## src/rtl/paint_brush_sequencer_if.sv

```systemverilog
// paint_brush_sequencer_if
// Bundles the request side (controller -> sequencer) and the pixel side
// (sequencer -> VGA adapter) of the paint brush sequencer.
//   go, clear_req              stamp / full-screen clear requests
//   x_in, y_in                 brush top-left corner
//   colour_in, size_sel, mode  paint colour, brush side select, erase select
//   x_out, y_out, colour_out   pixel to write
//   plot                       VGA write enable
//   busy, done                 burst in progress / one-cycle completion pulse
// Modports: master = request source / pixel sink, slave = the sequencer.
interface paint_brush_sequencer_if #(
    parameter int X_W      = 8,
    parameter int Y_W      = 7,
    parameter int COLOUR_W = 3
);
    logic                go;
    logic                clear_req;
    logic [X_W-1:0]      x_in;
    logic [Y_W-1:0]      y_in;
    logic [COLOUR_W-1:0] colour_in;
    logic [1:0]          size_sel;
    logic                mode;
    logic [X_W-1:0]      x_out;
    logic [Y_W-1:0]      y_out;
    logic [COLOUR_W-1:0] colour_out;
    logic                plot;
    logic                busy;
    logic                done;

    modport master (
        output go, clear_req, x_in, y_in, colour_in, size_sel, mode,
        input  x_out, y_out, colour_out, plot, busy, done
    );

    modport slave (
        input  go, clear_req, x_in, y_in, colour_in, size_sel, mode,
        output x_out, y_out, colour_out, plot, busy, done
    );
endinterface

```

## src/rtl/paint_brush_sequencer.sv

```systemverilog
// paint_brush_sequencer
// Turns a brush-stamp request into a raster burst of single-pixel VGA writes
// covering an N x N square (N = 1, 2, 4, 8), one pixel per clock, and runs a
// full-screen clear in background colour. All outputs are registered; the
// accepting edge already registers the first pixel.
// Ports:
//   Clock  system clock, rising-edge
//   Reset  asynchronous, active-high; aborts any burst without a done pulse
//   bus    paint_brush_sequencer_if.slave (requests in, pixel writes out)
// Build option:
//   PAINT_BRUSH_ROUND_EN  when defined, brushes of side >= 4 skip their four
//                         corner pixels (plot=0) for a rounded stamp.
//
// state | meaning
// ------+---------------------------------------------
// IDLE  | waiting for go / clear_req
// DRAW  | stamping the brush square, one pixel per cycle
// CLEAR | writing every screen pixel with BG_COLOUR
// FIN   | one cycle, done=1; requests accepted as in IDLE
module paint_brush_sequencer #(
    parameter int                  SCREEN_W  = 160,
    parameter int                  SCREEN_H  = 120,
    parameter int                  X_W       = 8,
    parameter int                  Y_W       = 7,
    parameter int                  COLOUR_W  = 3,
    parameter logic [COLOUR_W-1:0] BG_COLOUR = '0
) (
    input  logic                    Clock,
    input  logic                    Reset,
    paint_brush_sequencer_if.slave  bus
);

`ifdef PAINT_BRUSH_ROUND_EN
    localparam bit ROUND_EN = 1'b1;
`else
    localparam bit ROUND_EN = 1'b0;
`endif

    localparam logic [X_W:0]   X_LIM  = (X_W+1)'(SCREEN_W);
    localparam logic [Y_W:0]   Y_LIM  = (Y_W+1)'(SCREEN_H);
    localparam logic [X_W-1:0] X_LAST = X_W'(SCREEN_W - 1);
    localparam logic [Y_W-1:0] Y_LAST = Y_W'(SCREEN_H - 1);

    typedef enum logic [1:0] {IDLE, DRAW, CLEAR, FIN} state_t;

    state_t         state;
    logic [X_W-1:0] x0;
    logic [Y_W-1:0] y0;
    logic [2:0]     nm1;   // brush side minus one
    logic [2:0]     dx;
    logic [2:0]     dy;
    logic [X_W-1:0] cx;
    logic [Y_W-1:0] cy;

    logic           draw_last;
    logic [2:0]     nx_dx;
    logic [2:0]     nx_dy;
    logic [X_W:0]   nx_xs;
    logic [Y_W:0]   nx_ys;
    logic [2:0]     acc_nm1;
    logic           clr_last;
    logic [X_W-1:0] nx_cx;
    logic [Y_W-1:0] nx_cy;

    function automatic logic [2:0] side_m1(input logic [1:0] s);
        case (s)
            2'b00:   return 3'd0;
            2'b01:   return 3'd1;
            2'b10:   return 3'd3;
            default: return 3'd7;
        endcase
    endfunction

    // Coordinates arrive one bit wider than the screen bus so a pixel past
    // the right/bottom edge is suppressed instead of wrapping to the left/top.
    function automatic logic pixel_on(input logic [X_W:0] xs, input logic [Y_W:0] ys,
                                      input logic [2:0] ddx, input logic [2:0] ddy,
                                      input logic [2:0] m1);
        logic corner;
        corner = ROUND_EN && (m1 >= 3'd3) &&
                 ((ddx == 3'd0) || (ddx == m1)) && ((ddy == 3'd0) || (ddy == m1));
        return (xs < X_LIM) && (ys < Y_LIM) && !corner;
    endfunction

    always_comb begin
        draw_last = (dx == nm1) && (dy == nm1);
        nx_dx     = (dx == nm1) ? 3'd0 : dx + 3'd1;
        nx_dy     = (dx == nm1) ? dy + 3'd1 : dy;
        nx_xs     = {1'b0, x0} + (X_W+1)'(nx_dx);
        nx_ys     = {1'b0, y0} + (Y_W+1)'(nx_dy);
        acc_nm1   = side_m1(bus.size_sel);
        clr_last  = (cx == X_LAST) && (cy == Y_LAST);
        nx_cx     = (cx == X_LAST) ? '0 : cx + 1'b1;
        nx_cy     = (cx == X_LAST) ? cy + 1'b1 : cy;
    end

    always_ff @(posedge Clock or posedge Reset) begin
        if (Reset) begin
            state          <= IDLE;
            x0             <= '0;
            y0             <= '0;
            nm1            <= '0;
            dx             <= '0;
            dy             <= '0;
            cx             <= '0;
            cy             <= '0;
            bus.x_out      <= '0;
            bus.y_out      <= '0;
            bus.colour_out <= '0;
            bus.plot       <= 1'b0;
            bus.busy       <= 1'b0;
            bus.done       <= 1'b0;
        end else begin
            case (state)
                IDLE, FIN: begin
                    bus.done <= 1'b0;
                    if (bus.clear_req) begin
                        state          <= CLEAR;
                        cx             <= '0;
                        cy             <= '0;
                        bus.x_out      <= '0;
                        bus.y_out      <= '0;
                        bus.colour_out <= BG_COLOUR;
                        bus.plot       <= 1'b1;
                        bus.busy       <= 1'b1;
                    end else if (bus.go) begin
                        state          <= DRAW;
                        x0             <= bus.x_in;
                        y0             <= bus.y_in;
                        nm1            <= acc_nm1;
                        dx             <= '0;
                        dy             <= '0;
                        bus.x_out      <= bus.x_in;
                        bus.y_out      <= bus.y_in;
                        bus.colour_out <= bus.mode ? BG_COLOUR : bus.colour_in;
                        bus.plot       <= pixel_on({1'b0, bus.x_in}, {1'b0, bus.y_in},
                                                   3'd0, 3'd0, acc_nm1);
                        bus.busy       <= 1'b1;
                    end else begin
                        state    <= IDLE;
                        bus.plot <= 1'b0;
                        bus.busy <= 1'b0;
                    end
                end
                DRAW: begin
                    if (draw_last) begin
                        state    <= FIN;
                        bus.plot <= 1'b0;
                        bus.busy <= 1'b0;
                        bus.done <= 1'b1;
                    end else begin
                        dx        <= nx_dx;
                        dy        <= nx_dy;
                        bus.x_out <= nx_xs[X_W-1:0];
                        bus.y_out <= nx_ys[Y_W-1:0];
                        bus.plot  <= pixel_on(nx_xs, nx_ys, nx_dx, nx_dy, nm1);
                    end
                end
                CLEAR: begin
                    if (clr_last) begin
                        state    <= FIN;
                        bus.plot <= 1'b0;
                        bus.busy <= 1'b0;
                        bus.done <= 1'b1;
                    end else begin
                        cx        <= nx_cx;
                        cy        <= nx_cy;
                        bus.x_out <= nx_cx;
                        bus.y_out <= nx_cy;
                    end
                end
                default: begin
                    state    <= IDLE;
                    bus.plot <= 1'b0;
                    bus.busy <= 1'b0;
                    bus.done <= 1'b0;
                end
            endcase
        end
    end

endmodule

```

## src/flat_wrapper.sv

```systemverilog
// flat-port wrapper written by rule: the top's interface ports become plain ports
module paint_brush_sequencer_flat 
#(
    parameter int                  SCREEN_W  = 160,
    parameter int                  SCREEN_H  = 120,
    parameter int                  X_W       = 8,
    parameter int                  Y_W       = 7,
    parameter int                  COLOUR_W  = 3,
    parameter logic [COLOUR_W-1:0] BG_COLOUR = '0
)
  (Clock, Reset, bus_go, bus_clear_req, bus_x_in, bus_y_in, bus_colour_in, bus_size_sel, bus_mode, bus_x_out, bus_y_out, bus_colour_out, bus_plot, bus_busy, bus_done);
  paint_brush_sequencer_if #(.X_W(X_W), .Y_W(Y_W), .COLOUR_W(COLOUR_W)) bus_i ();
  input  logic Clock;
  input  logic Reset;
  input wire logic [$bits(bus_i.go)-1:0] bus_go;
  input wire logic [$bits(bus_i.clear_req)-1:0] bus_clear_req;
  input wire logic [$bits(bus_i.x_in)-1:0] bus_x_in;
  input wire logic [$bits(bus_i.y_in)-1:0] bus_y_in;
  input wire logic [$bits(bus_i.colour_in)-1:0] bus_colour_in;
  input wire logic [$bits(bus_i.size_sel)-1:0] bus_size_sel;
  input wire logic [$bits(bus_i.mode)-1:0] bus_mode;
  output wire logic [$bits(bus_i.x_out)-1:0] bus_x_out;
  output wire logic [$bits(bus_i.y_out)-1:0] bus_y_out;
  output wire logic [$bits(bus_i.colour_out)-1:0] bus_colour_out;
  output wire logic [$bits(bus_i.plot)-1:0] bus_plot;
  output wire logic [$bits(bus_i.busy)-1:0] bus_busy;
  output wire logic [$bits(bus_i.done)-1:0] bus_done;
  assign bus_i.go = bus_go;
  assign bus_i.clear_req = bus_clear_req;
  assign bus_i.x_in = bus_x_in;
  assign bus_i.y_in = bus_y_in;
  assign bus_i.colour_in = bus_colour_in;
  assign bus_i.size_sel = bus_size_sel;
  assign bus_i.mode = bus_mode;
  assign bus_x_out = bus_i.x_out;
  assign bus_y_out = bus_i.y_out;
  assign bus_colour_out = bus_i.colour_out;
  assign bus_plot = bus_i.plot;
  assign bus_busy = bus_i.busy;
  assign bus_done = bus_i.done;
  paint_brush_sequencer #(.SCREEN_W(SCREEN_W), .SCREEN_H(SCREEN_H), .X_W(X_W), .Y_W(Y_W), .COLOUR_W(COLOUR_W), .BG_COLOUR(BG_COLOUR)) u_core (.Clock(Clock), .Reset(Reset), .bus(bus_i));
endmodule
```

## config.mk

```make
export PLATFORM = sky130hd
export DESIGN_NAME = paint_brush_sequencer_flat
export DESIGN_NICKNAME = d
export VERILOG_FILES = /design/src/rtl/paint_brush_sequencer_if.sv /design/src/rtl/paint_brush_sequencer.sv /design/src/flat_wrapper.sv
export SDC_FILE = /design/constraint.sdc
export NUM_CORES = 1
export LEC_CHECK = 0
export CAP_MARGIN = 25
export CORE_MARGIN = 2
export CORE_UTILIZATION = 30
export DETAILED_ROUTE_END_ITERATION = 8
export DONT_BUFFER_PORTS = 1
export PLACE_DENSITY_LB_ADDON = 0.2
export SLEW_MARGIN = 10
export SYNTH_ARGS = -nofsm -noshare
export SYNTH_HDL_FRONTEND = slang
export SYNTH_SLANG_ARGS = --single-unit
```

## constraint.sdc

```tcl
create_clock -name Clock -period 3.3 [get_ports Clock]
set_input_delay 0.825 -clock Clock [delete_from_list [all_inputs] [get_ports Clock]]
set_output_delay 0.825 -clock Clock [all_outputs]
set_load 0.005 [all_outputs]
```

==> results of run 1 <==
==> placed cells by master, fill, tap and decap left out, types with 2 or more instances in the layout <==
| cell type | n |
|---|---|
| a21o_1 | 7 |
| a21oi_1 | 13 |
| a221oi_1 | 3 |
| a222oi_1 | 3 |
| a22o_1 | 6 |
| a22oi_1 | 3 |
| a2bb2oi_1 | 2 |
| a31oi_1 | 2 |
| a32o_1 | 2 |
| and2_1 | 2 |
| and3_1 | 2 |
| buf_4 | 8 |
| clkbuf_16 | 9 |
| clkbuf_8 | 2 |
| clkinv_2 | 3 |
| dfrtp_1 | 62 |
| fa_1 | 2 |
| ha_1 | 13 |
| inv_1 | 20 |
| mux2_2 | 14 |
| nand2_1 | 55 |
| nand2b_1 | 3 |
| nand3_1 | 11 |
| nand4_1 | 5 |
| nor2_1 | 18 |
| nor2b_1 | 4 |
| nor3_1 | 6 |
| nor4_1 | 2 |
| o2111ai_1 | 3 |
| o211ai_1 | 2 |
| o21a_1 | 2 |
| o21ai_0 | 47 |
| o22ai_1 | 4 |
| o31ai_1 | 7 |
| xnor2_1 | 20 |
| xor2_1 | 8 |
==> layer usage <==
metal  up-vias  GRT usage
met5         -          0
met4         0     0.0627
met3        14     0.0316
met2        61      0.256
met1      1450      0.236
li1       1442          -
==> area by class of cell <==
| class | instances | area (um2) |
|---|---|---|
| clock buffer | 12 | 256 |
| clock inverter | 4 | 45.0 |
| fill | 1245 | 7820 |
| inverter | 22 | 82.6 |
| multi-input combinational | 296 | 1980 |
| sequential | 62 | 1550 |
| tap | 147 | 184 |
| timing repair buffer | 10 | 85.1 |
==> worst max path at each step <==
stage,endpoint,slack [ns],depth (start not counted)
2_1_floorplan,u_core.bus.x_out[4]$_DFFE_PP0P_,0.75,12
3_3_place_gp,u_core.bus.x_out[4]$_DFFE_PP0P_,0.45,12
3_5_place_dp,u_core.bus.x_out[4]$_DFFE_PP0P_,0.39,12
4_1_cts,u_core.bus.x_out[4]$_DFFE_PP0P_,0.37,12
5_1_grt,u_core.bus.y_out[5]$_DFFE_PP0P_,0.09,11
6_report,u_core.bus.x_out[4]$_DFFE_PP0P_,0.38,12
==> cell families after synthesis <==
logic type	share of synthesized area
multiplexers	0.0454
AND/OR/NAND/NOR	0.148
adder cells (fa/ha/maj)	0.0549
XOR/XNOR	0.0664
flip-flops	0.420
AO/OA/AOI/OAI	0.222
buffers and inverters	0.0433
==> sequential cells by signal (all words and copies together) (netlist names) <==
signal	count
u_core.cy	7
u_core.nm1	3
u_core.bus.busy	1
u_core.bus.plot	1
u_core.state	2
u_core.y0	7
u_core.bus.done	1
u_core.bus.y_out	7
u_core.bus.colour_out	3
u_core.dy	3
u_core.dx	3
u_core.bus.x_out	8
u_core.x0	8
u_core.cx	8
==> power by group through the flow <==
stage	Combinational, mW	Clock [mW]	Sequential, mW
3_3_place_gp	1.51	0	1.29
6_report	1.52	0.978	1.29
2_1_floorplan	1.13	0	1.22
5_1_grt	1.71	1.03	1.33
4_1_cts	1.53	0.988	1.29
3_5_place_dp	1.53	0	1.30
==> per-stage QoR <==
step | instances | hold WS, ns
global placement | 536 | 0.484
finish | 553 | 0.225
floorplan | 398 | 0.456
detailed placement | 536 | 0.498
CTS | 552 | 0.227
global route | 553 | 0.221
==> impl_summary.log, run 1 <==
[metrics] post-synth top area cell: dfrtp_1
[metrics] post-layout power: about 3.8 mW
[metrics] share of async-settable or async-resettable flops after synthesis: 1.00
[metrics] M1 wire length: around 5000 um
[metrics] antenna cells: 0
[metrics] family of cells with the greatest summed delay on the critical path: compound AO/OA/AOI/OAI gates
[metrics] final core area utilization: 0.349
[metrics] first-pass GRT wire length: ~17000 um
[metrics] Slowest-stage cell, CP: dfrtp_1
[metrics] portion of total power attributed to combinational logic: 0.401
[metrics] post-CTS clock slew at the launch and capture registers of the worst setup and hold paths: approximately 0.06 ns
[metrics] number of enable flip-flop cells after synthesis: 0
[metrics] maximum number of pins on one net before global-route repair: 61
[metrics] internal reg-to-reg setup slack: roughly 0.38 ns
[metrics] share of the clock period used by the worst path after layout: 0.886
[metrics] synth warn: 0
[metrics] static leakage: approximately 1.8 nW
[metrics] Worst setup startpoint: u_core.nm1[2]$_DFFE_PP0P_
[metrics] final estimated routing congestion in global placement: ~0.84
[metrics] average wire per standard cell: 18.7 um
[metrics] antenna violations before repair: 0
[metrics] number of library cell types mapped by synthesis: approximately 60
[metrics] Synth Flop Type: dfrtp_1
[metrics] crit path setup slack, layout: approximately 0.38 ns
[metrics] cell area after technology mapping: around 3700 um2
[metrics] die area: about 13000 um2
[metrics] post-synthesis sequential area ratio: 0.420
[metrics] startpoint type of the worst setup path: register
[metrics] cell-by-cell listing of the critical path: xnor2_1 > and3_1 > nor2_1 > ha_1 > inv_1 > fa_1 > nor2b_1 > o21ai_0 > xnor2_1 > a221oi_1 > a211oi_1 > a21o_1
[metrics] main area contributors after synthesis: dfrtp_1 (42%), o21ai_0 (6.4%), nand2_1 (5.6%)
[metrics] arrival time of the worst setup path: between 3 and 4 ns
[metrics] site row count: 40
[metrics] worst path buffer plus inverter count: 1
[metrics] post-synth net total: ~440
[metrics] worst skew pair latency: roughly 0.34 ns
[metrics] PD cells: around 900 nW/um2
[metrics] first-pass iteration count of the detailed router: 4
[metrics] Pins Over Slew Limit: 0
[metrics] detailed-route via count: ~3000
[metrics] switching power: roughly 1.5 mW
[metrics] number of resized instances in the post-cts repair step: 0
[metrics] Post-Place Cell Area: ~3900 um2
[metrics] commonest cells in the netlist: dfrtp_1 (62), nand2_1 (55), o21ai_0 (47), inv_1 (21), xnor2_1 (20)
[metrics] post-route antenna net violation count: 0
[metrics] number of clock buffers inserted by TritonCTS: 9
[metrics] number of sinks handled by clock tree synthesis: between 60 and 70
[metrics] worst slack at placement: a little under 0.4 ns
[metrics] worst reg2reg startpoint: u_core.nm1[2]$_DFFE_PP0P_
[metrics] Crit Path Category: register to register
[metrics] Max Fclk: roughly 0.34 GHz
[metrics] Die X: ~110 um
[metrics] Seq cells post-synth: between 60 and 70
[metrics] switching share of total power: 0.409
[metrics] part of the power in the clock network: 0.259
[metrics] starting utilization of the core area: 0.308
[metrics] proportion of power drawn by flip-flops and latches: 0.340
[metrics] residual DRC count: 0
[metrics] layout overhead on the synthesized area: 13.3%
[metrics] overall routed net length: slightly above 10000 um
[metrics] post-DP HPWL: 7510 um
[metrics] detailed-routed wire length on met3: 340 um
[metrics] type of the most critical hold path: input port to async pin
[metrics] Clock Tree Root: clkbuf_16
[metrics] io pins: 46
[metrics] total global routing overflow: 0
[metrics] Sum Neg Setup Slack: 0 ns
[metrics] Post-Route Skew: around 0.0095 ns
[metrics] CP required: about 3.5 ns
[metrics] Rel. slew slack: 0.460
[metrics] Max Buffers Root-to-Sink: 2
[metrics] GRT Overall Usage: 0.168
[metrics] endpoint kind of the worst setup timing path: register
[metrics] reg2reg end: u_core.bus.x_out[4]$_DFFE_PP0P_
[metrics] actual transition at the worst max-transition pin: roughly 0.81 ns
[metrics] Post-Synthesis Mean Instance Area: 9.28 um2
[metrics] core area: about 12000 um2
[metrics] clock period minus worst slack: approximately 2.9 ns
[metrics] unrepaired setup endpoints after global routing: no
[metrics] wire length on met2: around 4800 um
[metrics] cells on worst reg2reg path: 12
[metrics] CTS hold repair buffers: 0
[metrics] Final setup viols: 0
[metrics] critical path peak fanout: 5
[metrics] Worst IR Drop VDD: 0.290 mV
[metrics] Vias per Instance: roughly 5.4
[metrics] CP most frequent cell: xnor2_1
[metrics] Net count, final: between 400 and 500
[metrics] largest incremental delay on the critical path: 0.42 ns
[metrics] highest metal layer with signal wires: met4
[metrics] Post-CTS Setup Bufs: 0
[metrics] area share of the largest cell type after synthesis: 0.420
[metrics] internal power of the cells: about 2.2 mW
[metrics] max capacitance violation total: 0
[metrics] share of post-route cells with drive strength above 1: 0.118
[metrics] overall die height: 115 um
[metrics] clock tree from TritonCTS: built
[metrics] DRC violation total after the first TritonRoute iteration: ~150
[metrics] most common cell in the synthesized netlist: dfrtp_1
[metrics] number of buffers added on ports: 0
[metrics] Hold Vio Cnt, Final: 0
[metrics] outcome: completed
[metrics] Layout Cell Area excl Fill: 4190 um2
[metrics] H-tree depth: 3
[metrics] Mapped Cells: around 400
[metrics] number of global-route vias before repair: 2935
Note: power is estimated with default switching activity, not from simulation.
==> run 2: changes to the inputs <==
--- a/config.mk
+++ b/config.mk
@@ -5,7 +5,8 @@
 export SDC_FILE = /design/constraint.sdc
 export NUM_CORES = 1
 export LEC_CHECK = 0
-export CAP_MARGIN = 25
+export CAP_MARGIN = 20
+export CORE_ASPECT_RATIO = 1.1
 export CORE_MARGIN = 2
 export CORE_UTILIZATION = 30
 export DETAILED_ROUTE_END_ITERATION = 8
==> run 2 against run 1 <==
Setup slack gained 0.054 ns; largest power group unchanged; global-route usage hardly changed; utilization down 0.15 points; critical path type unchanged; critical path depth shrank 1.
==> impl_summary.log, run 2 (synthesis results as in run 1) <==
[metrics] outcome: completed
[metrics] CP required: 3.50 ns (-0.03 ns)
[metrics] Hold Vio Cnt, Final: 0 (unchanged)
[metrics] Final setup viols: 0 (unchanged)
[metrics] combined area of the multi-input logic cells: 1980 um2 (unchanged)
[metrics] H-tree depth: 3 (unchanged)
[metrics] detailed-route via count: 2912 (-1.9%)
[metrics] final estimated routing congestion in global placement: 0.840 (-0.18%)
[metrics] arrival time of the worst setup path: 3.07 ns (-0.08 ns)
[metrics] PD cells: 877 nW/um2 (-2.9%)
[metrics] share of post-route cells with drive strength above 1: 0.123 (+0.00432)
[metrics] critical path peak fanout: 4 (-1)
[metrics] cells on worst reg2reg path: 11 (-1)
[metrics] final core area utilization: 0.347 (-0.00148)
[metrics] number of resized instances in the post-cts repair step: 0 (unchanged)
[metrics] number of global-route vias before repair: 2996 (+2.1%)
[metrics] number of buffers added on ports: 0 (unchanged)
[metrics] GRT Overall Usage: 0.168 (-0.000196)
[metrics] crit path setup slack, layout: 0.429 ns (+0.0537 ns)
[metrics] total global routing overflow: 0 (unchanged)
[metrics] max capacitance violation total: 0 (unchanged)
[metrics] Layout fillers: 1236 (-0.72%)
[metrics] CTS hold repair buffers: 0 (unchanged)
[metrics] Die X: 110 um (-4.5%)
[metrics] commonest non-fill, non-tap cell in the layout: dfrtp_1
[metrics] actual transition at the worst max-transition pin: 0.685 ns (-0.121 ns)
[metrics] unrepaired setup endpoints after global routing: no
[metrics] antenna cells: 0 (unchanged)
[metrics] overall die height: 120 um (+4.7%)
[metrics] Post-Route Skew: 0.00423 ns (-0.00524 ns)
[metrics] leading cell types in the layout, fill and taps excluded: dfrtp_1 (62), nand2_1 (55), o21ai_0 (47), inv_1 (20), xnor2_1 (20)
[metrics] Rel. slew slack: 0.543 (+0.0832)
[metrics] starting utilization of the core area: 0.307 (-0.000576)
[metrics] Reg area: 1550 um2 (unchanged)
[metrics] residual DRC count: 0 (unchanged)
[metrics] share of the clock period used by the worst path after layout: 0.870 (-0.0163)
[metrics] die area: 13200 um2 (about the same)
[metrics] post-layout power: 3.66 mW (-3.1%)
[metrics] DRC violation total after the first TritonRoute iteration: 166 (+12%)
[metrics] clock period minus worst slack: 2.87 ns (-0.0537 ns)
[metrics] maximum number of pins on one net before global-route repair: 37 (-39%)
[metrics] layout overhead on the synthesized area: 13.1%
[metrics] io pins: 46 (unchanged)
[metrics] number of clock buffers inserted by TritonCTS: 9 (unchanged)
[metrics] Crit Path Category: register to register
[metrics] endpoint kind of the worst setup timing path: register
[metrics] overall routed net length: 10100 um (-1.9%)
[metrics] hold slack: 0.465 ns (+0.240 ns)
[metrics] average wire per standard cell: 18.1 um (-3.5%)
[metrics] Net count, final: 443 (+0.45%)
[metrics] static leakage: 1.79 nW (-0.11%)
[metrics] antenna violations before repair: 0 (unchanged)
[metrics] post-CTS clock slew at the launch and capture registers of the worst setup and hold paths: 0.05 ns (about the same)
[metrics] Clock Tree Root: clkbuf_16
[metrics] first-pass iteration count of the detailed router: 5 (+1)
[metrics] worst skew pair latency: 0.33 ns (about the same)
[metrics] Sum Neg Setup Slack: 0 ns (unchanged)
[metrics] site row count: 42 (+5.0%)
[metrics] Pins Over Slew Limit: 0 (unchanged)
[metrics] clock tree from TritonCTS: built
[metrics] Max Buffers Root-to-Sink: 2 (unchanged)
[metrics] type of the most critical hold path: input port to async pin
[metrics] worst slack at placement: 0.408 ns (+0.0200 ns)
[metrics] core area: 12000 um2 (+0.19%)
[metrics] post-route antenna net violation count: 0 (unchanged)
[metrics] Max Fclk: 0.348 GHz (+1.9%)
[metrics] leading registers by flop count: u_core.bus.x_out: 8 flops, u_core.cx: 8 flops, u_core.x0: 8 flops
[metrics] startpoint type of the worst setup path: register
[metrics] first-pass GRT wire length: 16500 um (-1.6%)
[metrics] number of sinks handled by clock tree synthesis: 62 (unchanged)
[metrics] Worst IR Drop VDD: 0.262 mV (-9.9%)
[metrics] Post-CTS Setup Bufs: 0 (unchanged)
[metrics] Vias per Instance: 5.18 (-3.4%)
[metrics] post-DP HPWL: 7550 um (+0.52%)
## run 2: where the power goes
| group | switching (mW) | internal, mW | total, mW |
|---|---|---|---|
| Sequential | 0.269 | 1.02 | 1.29 |
| Clock | 0.341 | 0.521 | 0.863 |
| Combinational | 0.908 | 0.603 | 1.51 |
| Total | 1.52 | 2.15 | 3.66 |
## run 2: final timing paths
check                      slack (ns)                               to                       startpoint
hold / removal                   0.47         u_core.cx[1]$_DFFE_PP0P_                            Reset
setup reg to reg                 0.43  u_core.bus.y_out[5]$_DFFE_PP0P_         u_core.dx[1]$_DFFE_PP0P_
hold reg to reg                  0.51  u_core.bus.x_out[0]$_DFFE_PP0P_  u_core.bus.x_out[0]$_DFFE_PP0P_
min in group Clock               0.51  u_core.bus.x_out[0]$_DFFE_PP0P_  u_core.bus.x_out[0]$_DFFE_PP0P_
setup / recovery                 0.43  u_core.bus.y_out[5]$_DFFE_PP0P_         u_core.dx[1]$_DFFE_PP0P_
max in group asynchronous        2.20  u_core.bus.y_out[3]$_DFFE_PP0P_                            Reset
## run 2: final cells by class
cell class | count | share of cell area
inverter | 22 | 0.0198
timing repair buffer | 12 | 0.0240
clock buffer | 11 | 0.0581
sequential | 62 | 0.371
tap | 154 | 0.0461
clock inverter | 5 | 0.00599
multi-input combinational | 296 | 0.475
## run 2: critical path, cell delays in order (launching register included)
cell and delay (ns):
dfrtp_1 0.41, xnor2_1 0.20, nand3_1 0.18, mux2i_1 0.35, inv_1 0.08, ha_1 0.30, a21o_1 0.18, a21oi_1 0.35
nor2_1 0.12, xor2_1 0.16, a222oi_1 0.31, o21ai_0 0.12
## run 2: routing by layer
layer	routed length [um]	vias up	GRT usage	share of wire
met3	482	13	0.0404	0.047
met2	4950	66	0.271	0.49
li1	-	1439	-	-
met1	4540	1394	0.214	0.45
met4	173	0	0.0625	0.017
met5	0	-	0	0
## run 2: per-stage QoR
step                cells  cell area, um2
floorplan             398            3690
global placement      545            3910
detailed placement    545            3910
CTS                   561            4170
global route          562            4180
finish                562            4180
